File: config.mk
export PLATFORM = sky130hd
export DESIGN_NAME = mc_seq_ctrl
export DESIGN_NICKNAME = d
export VERILOG_FILES = /design/src/rtl/mc_seq_ctrl.sv
export SDC_FILE = /design/constraint.sdc
export NUM_CORES = 1
export LEC_CHECK = 0
export BUFFER_PORTS_ARGS = -buffer_cell sky130_fd_sc_hd__buf_2
export CORE_MARGIN = 2
export CORE_UTILIZATION = 35
export CTS_CLUSTER_SIZE = 8
export DETAILED_ROUTE_END_ITERATION = 10
export HOLD_SLACK_MARGIN = 0.1
export SYNTH_ARGS = -nofsm -noshare
export SYNTH_HDL_FRONTEND = slang
export SYNTH_SLANG_ARGS = --single-unit
File: constraint.sdc
create_clock -name clk -period 4.8 [get_ports clk]
set_input_delay 0.48 -clock clk [delete_from_list [all_inputs] [get_ports clk]]
set_output_delay 0.48 -clock clk [all_outputs]
set_load 0.02 [all_outputs]
File: src/rtl/mc_seq_ctrl.sv
// Multi-cycle RV32I sequencer: FETCH/DECODE/EXEC/MEM/WB with imem/dmem handshakes and a sticky fault state.
// Define MC_SEQ_PERF_EN to add the cycle_cnt/instret_cnt performance counters.
module mc_seq_ctrl #(
  parameter int MEM_TIMEOUT = 255,
  parameter int TO_W        = 8
) (
  input  logic       clk,
  input  logic       rst_n,
  input  logic [6:0] opcode,
  input  logic       br_taken,
  input  logic       imem_ready,
  input  logic       dmem_ready,
  output logic       imem_req,
  output logic       ir_we,
  output logic       dmem_req,
  output logic       dmem_we,
  output logic       rf_we,
  output logic [1:0] wb_sel,
  output logic [1:0] alu_op,
  output logic       alu_src,
  output logic       alu_a_pc,
  output logic       pc_we,
  output logic [1:0] pc_src,
  output logic       instr_done,
`ifdef MC_SEQ_PERF_EN
  output logic [31:0] cycle_cnt,
  output logic [31:0] instret_cnt,
`endif
  output logic       fault
);

  typedef enum logic [2:0] {S_FETCH, S_DECODE, S_EXEC, S_MEM, S_WB, S_FAULT} state_t;
  typedef enum logic [3:0] {C_R, C_I, C_LOAD, C_STORE, C_BRANCH, C_LUI, C_AUIPC, C_JAL, C_JALR, C_ILL} cls_t;

  localparam logic [TO_W-1:0] TO_LAST = TO_W'(MEM_TIMEOUT - 1);

  function automatic cls_t classify(input logic [6:0] op);
    case (op)
      7'b0110011: return C_R;
      7'b0010011: return C_I;
      7'b0000011: return C_LOAD;
      7'b0100011: return C_STORE;
      7'b1100011: return C_BRANCH;
      7'b0110111: return C_LUI;
      7'b0010111: return C_AUIPC;
      7'b1101111: return C_JAL;
      7'b1100111: return C_JALR;
      default:    return C_ILL;
    endcase
  endfunction

  // {alu_op, alu_src, alu_a_pc}
  function automatic logic [3:0] alu_ctl(input cls_t c);
    case (c)
      C_R:      return 4'b1000;
      C_I:      return 4'b1110;
      C_BRANCH: return 4'b0100;
      C_AUIPC:  return 4'b0011;
      default:  return 4'b0010;
    endcase
  endfunction

  function automatic logic [1:0] wb_of(input cls_t c);
    case (c)
      C_LOAD:         return 2'b01;
      C_JAL, C_JALR:  return 2'b10;
      C_LUI:          return 2'b11;
      default:        return 2'b00;
    endcase
  endfunction

  function automatic logic [1:0] pcsrc_of(input cls_t c);
    case (c)
      C_JAL:   return 2'b01;
      C_JALR:  return 2'b10;
      default: return 2'b00;
    endcase
  endfunction

  state_t          state;
  cls_t            cls;
  cls_t            dec_cls;
  logic [TO_W-1:0] to_cnt;
  logic            to_hit;
  logic            pc_we_r, done_r, br_exec, st_mem;
  logic [1:0]      pc_src_r;

  assign dec_cls = classify(opcode);
  assign to_hit  = (MEM_TIMEOUT != 0) && (to_cnt == TO_LAST);

  // Strobes that must react within the cycle of a handshake or branch resolution.
  assign ir_we      = imem_req & imem_ready;
  assign pc_we      = pc_we_r | (st_mem & dmem_ready);
  assign instr_done = done_r | (st_mem & dmem_ready);
  assign pc_src     = br_exec ? {1'b0, br_taken} : pc_src_r;

  always_ff @(posedge clk or negedge rst_n) begin
    if (!rst_n) begin
      state    <= S_FETCH;
      cls      <= C_R;
      to_cnt   <= '0;
      imem_req <= 1'b0;
      dmem_req <= 1'b0;
      dmem_we  <= 1'b0;
      rf_we    <= 1'b0;
      wb_sel   <= 2'b00;
      alu_op   <= 2'b00;
      alu_src  <= 1'b0;
      alu_a_pc <= 1'b0;
      pc_we_r  <= 1'b0;
      pc_src_r <= 2'b00;
      done_r   <= 1'b0;
      br_exec  <= 1'b0;
      st_mem   <= 1'b0;
      fault    <= 1'b0;
    end else begin
      imem_req <= 1'b0;
      dmem_req <= 1'b0;
      dmem_we  <= 1'b0;
      rf_we    <= 1'b0;
      wb_sel   <= 2'b00;
      pc_we_r  <= 1'b0;
      pc_src_r <= 2'b00;
      done_r   <= 1'b0;
      br_exec  <= 1'b0;
      st_mem   <= 1'b0;
      case (state)
        S_FETCH: begin
          if (!imem_req) begin
            imem_req <= 1'b1;
          end else if (imem_ready) begin
            state <= S_DECODE;
          end else if (to_hit) begin
            state <= S_FAULT;
            fault <= 1'b1;
          end else begin
            imem_req <= 1'b1;
            to_cnt   <= to_cnt + 1'b1;
          end
        end
        S_DECODE: begin
          cls <= dec_cls;
          if (dec_cls == C_ILL) begin
            state <= S_FAULT;
            fault <= 1'b1;
          end else begin
            state <= S_EXEC;
            {alu_op, alu_src, alu_a_pc} <= alu_ctl(dec_cls);
            // Branches retire in EXEC; only the PC source waits for br_taken.
            if (dec_cls == C_BRANCH) begin
              pc_we_r <= 1'b1;
              done_r  <= 1'b1;
              br_exec <= 1'b1;
            end
          end
        end
        S_EXEC: begin
          if (cls == C_LOAD || cls == C_STORE) begin
            state    <= S_MEM;
            dmem_req <= 1'b1;
            dmem_we  <= (cls == C_STORE);
            st_mem   <= (cls == C_STORE);
            to_cnt   <= '0;
          end else if (cls == C_BRANCH) begin
            state    <= S_FETCH;
            imem_req <= 1'b1;
            to_cnt   <= '0;
            {alu_op, alu_src, alu_a_pc} <= 4'b0000;
          end else begin
            state    <= S_WB;
            rf_we    <= 1'b1;
            pc_we_r  <= 1'b1;
            done_r   <= 1'b1;
            wb_sel   <= wb_of(cls);
            pc_src_r <= pcsrc_of(cls);
          end
        end
        S_MEM: begin
          if (dmem_ready && cls == C_LOAD) begin
            state    <= S_WB;
            rf_we    <= 1'b1;
            pc_we_r  <= 1'b1;
            done_r   <= 1'b1;
            wb_sel   <= wb_of(cls);
            pc_src_r <= pcsrc_of(cls);
          end else if (dmem_ready) begin
            state    <= S_FETCH;
            imem_req <= 1'b1;
            to_cnt   <= '0;
            {alu_op, alu_src, alu_a_pc} <= 4'b0000;
          end else if (to_hit) begin
            state <= S_FAULT;
            fault <= 1'b1;
            {alu_op, alu_src, alu_a_pc} <= 4'b0000;
          end else begin
            dmem_req <= 1'b1;
            dmem_we  <= (cls == C_STORE);
            st_mem   <= (cls == C_STORE);
            to_cnt   <= to_cnt + 1'b1;
          end
        end
        S_WB: begin
          state    <= S_FETCH;
          imem_req <= 1'b1;
          to_cnt   <= '0;
          {alu_op, alu_src, alu_a_pc} <= 4'b0000;
        end
        default: begin
          state <= S_FAULT;
          fault <= 1'b1;
        end
      endcase
    end
  end

`ifdef MC_SEQ_PERF_EN
  always_ff @(posedge clk or negedge rst_n) begin
    if (!rst_n) begin
      cycle_cnt   <= 32'd0;
      instret_cnt <= 32'd0;
    end else begin
      if (state != S_FAULT) cycle_cnt <= cycle_cnt + 32'd1;
      if (instr_done) instret_cnt <= instret_cnt + 32'd1;
    end
  end
`endif

endmodule
==> results of run 1 <==
==> cells by family (layout without fill, tap and decap cells) <==
logic type | Yosys count | count (layout) | share of synthesized area [%]
flip-flops | 30 | 30 | 40.9
AO/OA/AOI/OAI | 61 | 61 | 23.5
XOR/XNOR | 1 | 1 | 0.478
multiplexers | 6 | 6 | 3.68
AND/OR/NAND/NOR | 86 | 86 | 25.8
buffers and inverters | 18 | 42 | 4.23
adder cells (fa/ha/maj) | 2 | 2 | 1.36
==> report_power, final <==
part           internal [mW]  switching, mW
registers              0.296         0.0797
logic                  0.157          0.194
clock network          0.116          0.100
total                  0.569          0.374
==> worst max-delay path, stage by stage, from the launching register on <==
cell and delay [ns]:
sky130_fd_sc_hd__dfrtp_1 0.55, sky130_fd_sc_hd__nand2b_1 0.47, sky130_fd_sc_hd__nor4_1 0.18, sky130_fd_sc_hd__a221oi_2 0.75, sky130_fd_sc_hd__o21ai_0 0.21, sky130_fd_sc_hd__a22o_1 0.28
==> cells in the final DEF, fill, tap and decap left out, drive strengths merged, types with 2 or more instances in the layout <==
cell / n
a211oi: 2
a21o: 4
a21oi: 18
a221o: 2
a311o: 2
and2: 3
buf: 27
clkbuf: 7
dfrtp: 30
ha: 2
inv: 7
mux2: 6
nand2: 17
nand2b: 9
nand3: 9
nand4: 2
nor2: 20
nor2b: 4
nor3: 4
nor3b: 3
nor4: 5
o21a: 2
o21ai: 9
o22a: 3
o22ai: 3
o2bb2ai: 2
o31ai: 3
or2: 3
==> synth_stat cells, types with 2 or more instances <==
master,n,area (sq um)
sky130_fd_sc_hd__nor2b_1,4,25.0
sky130_fd_sc_hd__a311o_1,2,20.0
sky130_fd_sc_hd__o22ai_1,3,18.8
sky130_fd_sc_hd__buf_4,2,15.0
sky130_fd_sc_hd__clkbuf_1,7,26.3
sky130_fd_sc_hd__o22a_1,3,26.3
sky130_fd_sc_hd__nor2_1,20,75.1
sky130_fd_sc_hd__a21oi_1,18,90.1
sky130_fd_sc_hd__a221o_1,2,20.0
sky130_fd_sc_hd__nand2_1,17,63.8
sky130_fd_sc_hd__nand3_1,9,45.0
sky130_fd_sc_hd__o21ai_0,9,45.0
sky130_fd_sc_hd__a21o_1,4,30.0
sky130_fd_sc_hd__nor3_1,4,20.0
sky130_fd_sc_hd__o2bb2ai_1,2,17.5
sky130_fd_sc_hd__nor3b_1,2,15.0
sky130_fd_sc_hd__mux2_2,6,67.6
sky130_fd_sc_hd__nor4_1,5,31.3
sky130_fd_sc_hd__nand4_1,2,12.5
sky130_fd_sc_hd__dfrtp_1,30,751
sky130_fd_sc_hd__o31ai_1,3,22.5
sky130_fd_sc_hd__inv_1,7,26.3
sky130_fd_sc_hd__and2_1,3,18.8
sky130_fd_sc_hd__ha_1,2,25.0
sky130_fd_sc_hd__nand2b_1,9,56.3
sky130_fd_sc_hd__or2_2,3,18.8
sky130_fd_sc_hd__o21a_1,2,15.0
sky130_fd_sc_hd__buf_2,2,10.0
==> layer usage <==
metal,wire length [um],vias up,part of all wire [%]
li1,-,787,-
met1,1880,779,46
met2,1960,37,48
met3,152,9,3.7
met4,97,0,2.4
met5,0,-,0
==> registers in the layout, indices dropped and copies added (netlist names) <==
register,cells
st_mem,1
done_r,1
imem_req,1
br_exec,1
pc_src_r,2
alu_src,1
cls,4
alu_op,2
wb_sel,2
dmem_req,1
fault,1
state,3
rf_we,1
to_cnt,8
alu_a_pc,1
==> worst min-delay path by stage <==
stage | slack, ns | startpoint | end | cells after the start
floorplan | 0.18 | rst_n | alu_a_pc | 0
global placement | 0.46 | fault | fault | 1
detailed placement | 0.47 | fault | fault | 1
CTS | 0.23 | rst_n | wb_sel[0] | 1
global route | 0.29 | rst_n | wb_sel[0] | 1
finish | 0.21 | rst_n | wb_sel[0] | 1
==> area by class of cell <==
class	instances	share of cell area (%)
well taps	70	4.18
clock inverters	1	0.239
inverters	7	1.25
clock buffers	7	4.12
flip-flops and latches	30	35.8
repair buffers	27	6.44
multi-input cells	156	48.0
==> stage by stage <==
step / hold WS, ns / power [mW] / area [sq um]
finish: 0.213 / 0.942 / 2100
CTS: 0.234 / 0.951 / 2100
detailed placement: 0.472 / 0.735 / 2010
global route: 0.288 / 1.02 / 2100
global placement: 0.463 / 0.729 / 2010
floorplan: 0.184 / 0.656 / 1830
==> flow_results.org, run 1 <==
** Run status
- Status :: finished, final reports clean

** Critical path
- Startpoint type of the worst setup path :: flop
- In this run the critical register-to-register path is launched from state[2].
- Element type at the critical path end :: flop
- WP data arrival :: between 2 and 3 ns
- Of all nets on the critical path, the largest fanout is 15.
- FF-to-FF path depth :: 5
- Critical path endpoint :: to_cnt[0]
- Start point of the critical path :: state[2]
- Worst reg2reg path endpoint :: to_cnt[0]
- Setup slack on the worst reg-to-reg path comes out at between 2 and 2.5 ns.
- Critical path class :: reg -> reg
- At the worst endpoint, the required time is ~5 ns.

** GRT
- For met3 alone, demand over resource in global routing was 3.55%.
- For this run, global-route usage on met1 was measured as about a fifth.
- Routing usage on met2 :: 25.4%
- GRT busiest layer :: met2
- The number of global-route vias before repair came to approximately 1600.
- Across every metal layer, demand over resource in global routing totals about 15%.
- Entering global routing, the biggest net connects 31 pins.
- The first global-routing pass estimated 7160 um of wire.
- Global routing finished with a remaining overflow of 0.
- The number of antenna violations at the first check in global routing came to 0.

** Finish
- Final non-filler cell total :: roughly 300
- Fill cells in the final layout number roughly 530.
- Register cell area after layout :: roughly 750 sq um
- Share of layout cells above drive strength 1 :: a little over a fifth
- The net count of the finished layout is between 200 and 250.
- The number of antenna diodes in the final layout is 0.
- Relative to the synthesized area, the layout overhead comes to 14.3%.
- For this run, the share of the core covered by cells in the final layout is 41.3%.
- In the final layout, the multi-input gates occupy between 1000 and 1500 sq um.

** Synthesis
- In this run, synthesis produced a sequential element count of 30.
- Synthesized instance count :: between 200 and 250
- A synthesized cell averages roughly 9 sq um.
- The number of nets handed over by synthesis was around 220.
- In the synthesized netlist the async set-or-reset flop fraction comes to 100%.
- Yosys mapped the design onto 50 distinct sky130hd cell types.
- During synthesis, Yosys emitted a total of 0 warnings.
- Yosys mapped a number of flops with a built-in enable equal to 0.
- Sequential elements use a little over 40% of the synthesized area.
- The cell area that synthesis handed to floorplanning was 1830 sq um.
- Flip-flop cell with the highest count after synthesis :: sky130_fd_sc_hd__dfrtp_1

** Timing
- Post-layout worst setup margin :: 2.24 ns
- Headroom to the max-slew limit came out at 35.2%.
- Setup violations remaining at the end of the flow were counted as 0.
- After layout, the worst path uses 53.2% of the clock period.
- Setup repair after global routing left no endpoint under its margin.
- Count of pins over their slew limit :: 0
- Final TNS setup :: 0 ns
- Worst Skew :: 0.00709 ns
- The final number of hold-violating endpoints is 0.
- Highest clock frequency the design can meet :: just under 0.4 GHz
- At the pin with the least slew margin, the transition time is 0.971 ns.
- The worst path needs ~2.6 ns of the cycle, external delays included.

** Clocking
- Clock-pin slew was measured on the worst setup and hold paths at approximately 0.07 ns.
- Clock buffers created by TritonCTS :: 5
- Buffer count from post-CTS setup fixing :: 0
- In this run, post-CTS repair resized a total of 0 instances.
- No sink is reached through more buffers than the 2 on the longest clock path.
- TritonCTS clock tree :: built
- Clock Sinks :: 30
- Clock latency on the worst-skew pair, taken at its later pin, is 0.29 ns.
- Post-cts hold buffer count :: 0
- Clock root cell :: sky130_fd_sc_hd__clkbuf_8
- Maximum level of the CTS H-tree :: 2

** Hold path
- In this run the worst hold path is classified as in -> async.

** Floorplan
- Core area :: just over 5000 sq um
- In this run the core area contains 26 standard-cell rows.
- The floorplan step set the die height to 76.4 um.
- Die Span X :: 76.4 um
- Count of boundary I/O pins :: 28
- The die covers approximately 5800 sq um.
- The initial utilization of the core area, before any placement, comes to a little over a third.

** Routing
- The count of nets left with antenna violations once routing finished came out at 0.
- Detailed routing inserted a total of ~1600 vias.
- Final WL :: ~4000 um
- Avg Vias per Cell :: around 5.4
- After detailed routing, the number of remaining DRC violations is 0.
- In the final routed layout, each cell accounts on average for between 10 and 15 um.
- First-iteration detailed-routing DRC count :: about 140
- Number of optimization iterations in the first detailed-route pass :: 4

** Run
- The tool flagged a number of max-cap violations equal to 0.

** Power and ir drop
- Power per cell area :: around 450 nW/um^2
- IR analysis of the VDD net gives a maximum drop of 0.215 mV.
- Summed over all cells, the static leakage comes to between 0.9 and 1 nW.

** Place
- Routability cong. :: ~0.82
- Detailed placement finished with a half-perimeter wire length of about 3000 um.
- Once placement completed, the tool counted placed cells totaling 290.
- OpenSTA, run right after detailed placement, puts the worst setup slack at 2.27 ns.
- PortBufs :: 27
Note: power is estimated with default switching activity, not from simulation.
==> inputs of run 2 (changes only) <==
- clock period: 4.8 -> 2.47 ns (I/O delays scaled with it)
==> run 2 against run 1 <==
Critical endpoint is now to_cnt[2]. Final area up 2.8%. Critical path depth rose by 1. Clock power is 110% higher. Die area did not move. First-iteration DRC count shrank 7.4%. Sequential share of layout area decreased by 0.98 points. Via count increased by 1.6%. Wire length up 0.73%. Worst hold slack better by 0.15 ns. Final cell count up 1.7%. Combinational power is 110% higher.
==> flow_results.org, run 2 (same netlist as run 1, synthesis figures left out) <==
** Run status
- The flow ran to the end, and the final reports show no timing, DRC or antenna violations.

** Power and ir drop
- Worst-case vdd ir drop :: 0.330 mV
- For this design the static power due to leakage is ~0.97 nW.
- In this run the power density over the cells is a little under 900 nW/um^2.

** Place
- At the end of routability-driven placement, the weighted congestion stood at a little over 0.8.
- Once placement finished, the instance area stood at approximately 2000 sq um.
- Placed cell count :: just under 300
- Detailed placement ended at an HPWL of around 3000 um.
- In this run the tool buffered the top-level ports with 27 buffer cells.

** Clocking
- TritonCTS clock tree :: built
- After clock tree synthesis, the clock-pin slew on the worst setup and hold paths is roughly 0.060 ns.
- At the later pin of the worst-skew pair, clock insertion delay measures 0.29 ns.
- Maximum level of the CTS H-tree :: 2
- Clock root cell :: sky130_fd_sc_hd__clkbuf_8
- Maximum number of buffers from clock root to sink :: 2
- Once the clock tree was built, the setup fixing pass inserted 0 buffers.
- Clock Sinks :: 30
- Buffers inserted during clock tree synthesis total 5.

** Timing
- Hold Vio Cnt, Final :: 0
- Transition time at the pin with the least slew margin :: about 0.66 ns
- The final critical path takes up 85.8% of the cycle.
- Subtracting the final worst setup slack from the clock period gives 2.12 ns.
- Headroom to the max-slew limit came out at 56.3%.
- Worst Skew :: roughly 0.016 ns
- Total of endpoints with negative setup slack in the final report :: 0
- Setup repair after global routing left no endpoint under its margin.
- Final TNS setup :: 0 ns
- Hold is met by approximately 0.36 ns.
- Count of pins over their slew limit :: 0
- Highest clock frequency the design can meet :: 0.472 GHz

** Finish
- The library cell used most frequently in the layout, excluding fill and tap cells, is sky130_fd_sc_hd__dfrtp_1.
- The register with the most flip-flops in the layout has 8 of them.
- Area occupied by multi-input gates :: ~1000 sq um
- Layout net count :: 246
- The repair_antennas step left the layout with diodes totalling 0.
- The finished cells cover 2160 sq um.
- Leading cell types in the layout, fill and taps excluded :: 30 x sky130_fd_sc_hd__dfrtp_1, 27 x sky130_fd_sc_hd__buf_2, 20 x sky130_fd_sc_hd__nor2_1
- Filler Cell Count :: around 510
- The area growth from synthesis to layout is 17.5%.
- Register cell area after layout :: between 700 and 800 sq um
- Share of layout cells above drive strength 1 :: 23.2%
- Largest register by flop count :: to_cnt
- Biggest regs :: to_cnt (8), cls (4), state (3)
- After the flow finishes, the layout carries non-filler instances totaling between 300 and 400.

** GRT
- Sum of overflow across all layers after global routing :: 0
- The number of global-route vias before repair came to 1541.
- Initial antenna violation count :: 0
- Global routing consumed, over all layers together, approximately 15% of the routing resources.
- Pin count of the biggest net entering global routing :: 31
- First-pass GRT wire length :: 7200 um

** Floorplan
- The floorplan step set the die height to 76.4 um.
- Standard-cell rows :: 26
- Total die area :: roughly 5800 sq um
- In this run the count of I/O pins placed on the die edge is 28.
- The core region is roughly 5100 sq um.
- Once the floorplan was initialized, standard cells occupied a little over a third of the core.
- The die is between 70 and 80 um wide.

** Routing
- Post-route DRC :: 0
- Final routed wire length divided by cell count :: around 14 um
- After detailed routing, the number of vias per cell comes to between 5 and 6.
- After the first detailed-routing iteration, the DRC count stood at around 130.
- Across all layers, the routed design uses 1637 vias.
- Number of optimization iterations in the first detailed-route pass :: 4
- For this block, the routed nets add up to between 4000 and 5000 um of wire.
- ANT nets after route :: 0

** Hold path
- The startpoint identified for the worst hold timing path is opcode[5].
- Class of the most critical hold timing path :: in -> reg
- Worst hold path cell count :: 3

** Critical path
- The setup path with the least slack is of type reg -> reg.
- Slowest Stage Delay on Critical Path :: approximately 0.57 ns
- Slowest cell on crit path :: sky130_fd_sc_hd__nor4_1
- The startpoint identified for the worst register-to-register timing path is state[2].
- Along the worst path, the maximum fanout reaches 13.
- Data arrives at the worst endpoint at approximately 2.3 ns.
- Startpoint type of the worst setup path :: flop
- The worst register-to-register path has a depth of 6.
- The cell that appears most often on the critical path is sky130_fd_sc_hd__a21oi_1.
- Start point of the critical path :: state[2]
- Element type at the critical path end :: flop
- Required time of the critical path :: 2.62 ns
- The critical path goes through nand2b_1 -> nor4_1 -> a221oi_2 -> buf_4 -> a21oi_1 -> a21oi_1.

** Run
- Across the run, the number of max-cap violations was 0.
run 2: layout make-up:
type	count	area share [%]
Sequential cell	30	34.8
Tap cell	70	4.06
Timing Repair Buffer	32	8.13
Clock buffer	8	5.11
Inverter	7	1.22
Multi-Input combinational cell	156	46.7
run 2: stage by stage:
| step | setup slack, ns | power, mW | util, % |
|---|---|---|---|
| 6_report | 0.351 | 1.90 | 42.5 |
| 5_1_grt | 0.173 | 2.05 | 42.5 |
| 4_1_cts | 0.348 | 1.93 | 42.5 |
| 3_5_place_dp | 0.376 | 1.45 | 40.1 |
| 3_3_place_gp | 0.387 | 1.45 | 40.1 |
| 2_1_floorplan | 0.524 | 1.27 | - |
run 2: power breakdown:
part,switching [mW],internal [mW]
combinational,0.408,0.327
clock,0.182,0.281
sequential,0.130,0.576
run 2: path summary, 6_finish.rpt:
check	endpoint	slack (ns)
setup / recovery	to_cnt[2]	0.35
hold reg to reg	fault	0.48
min in group asynchronous	st_mem	0.52
hold / removal	br_exec	0.36
max in group asynchronous	to_cnt[2]	1.51
setup reg to reg	to_cnt[2]	0.35
run 2: worst max-delay path, delay by kind of cell, from the launching register on:
family / cells / cell delay, ns
buffers and inverters: 1 / 0.22
DFF: 1 / 0.51
and+or+nand+nor: 2 / 0.91
AOI/OAI and AO/OA: 3 / 0.37
run 2: metal layers:
metal / vias up / wire (um) / global-route usage (%)
met5: - / 0 / 0
li1: 800 / - / -
met3: 5 / 203 / 4.15
met4: 0 / 42 / 6.18
met2: 45 / 1990 / 24.2
met1: 787 / 1880 / 19.6
run 2: repair_timing:
action | 4_1_cts | 5_1_grt
hold buffers | 1 | 0
endpoints found under the hold margin | 30 | 0
resized for setup | 0 | 0
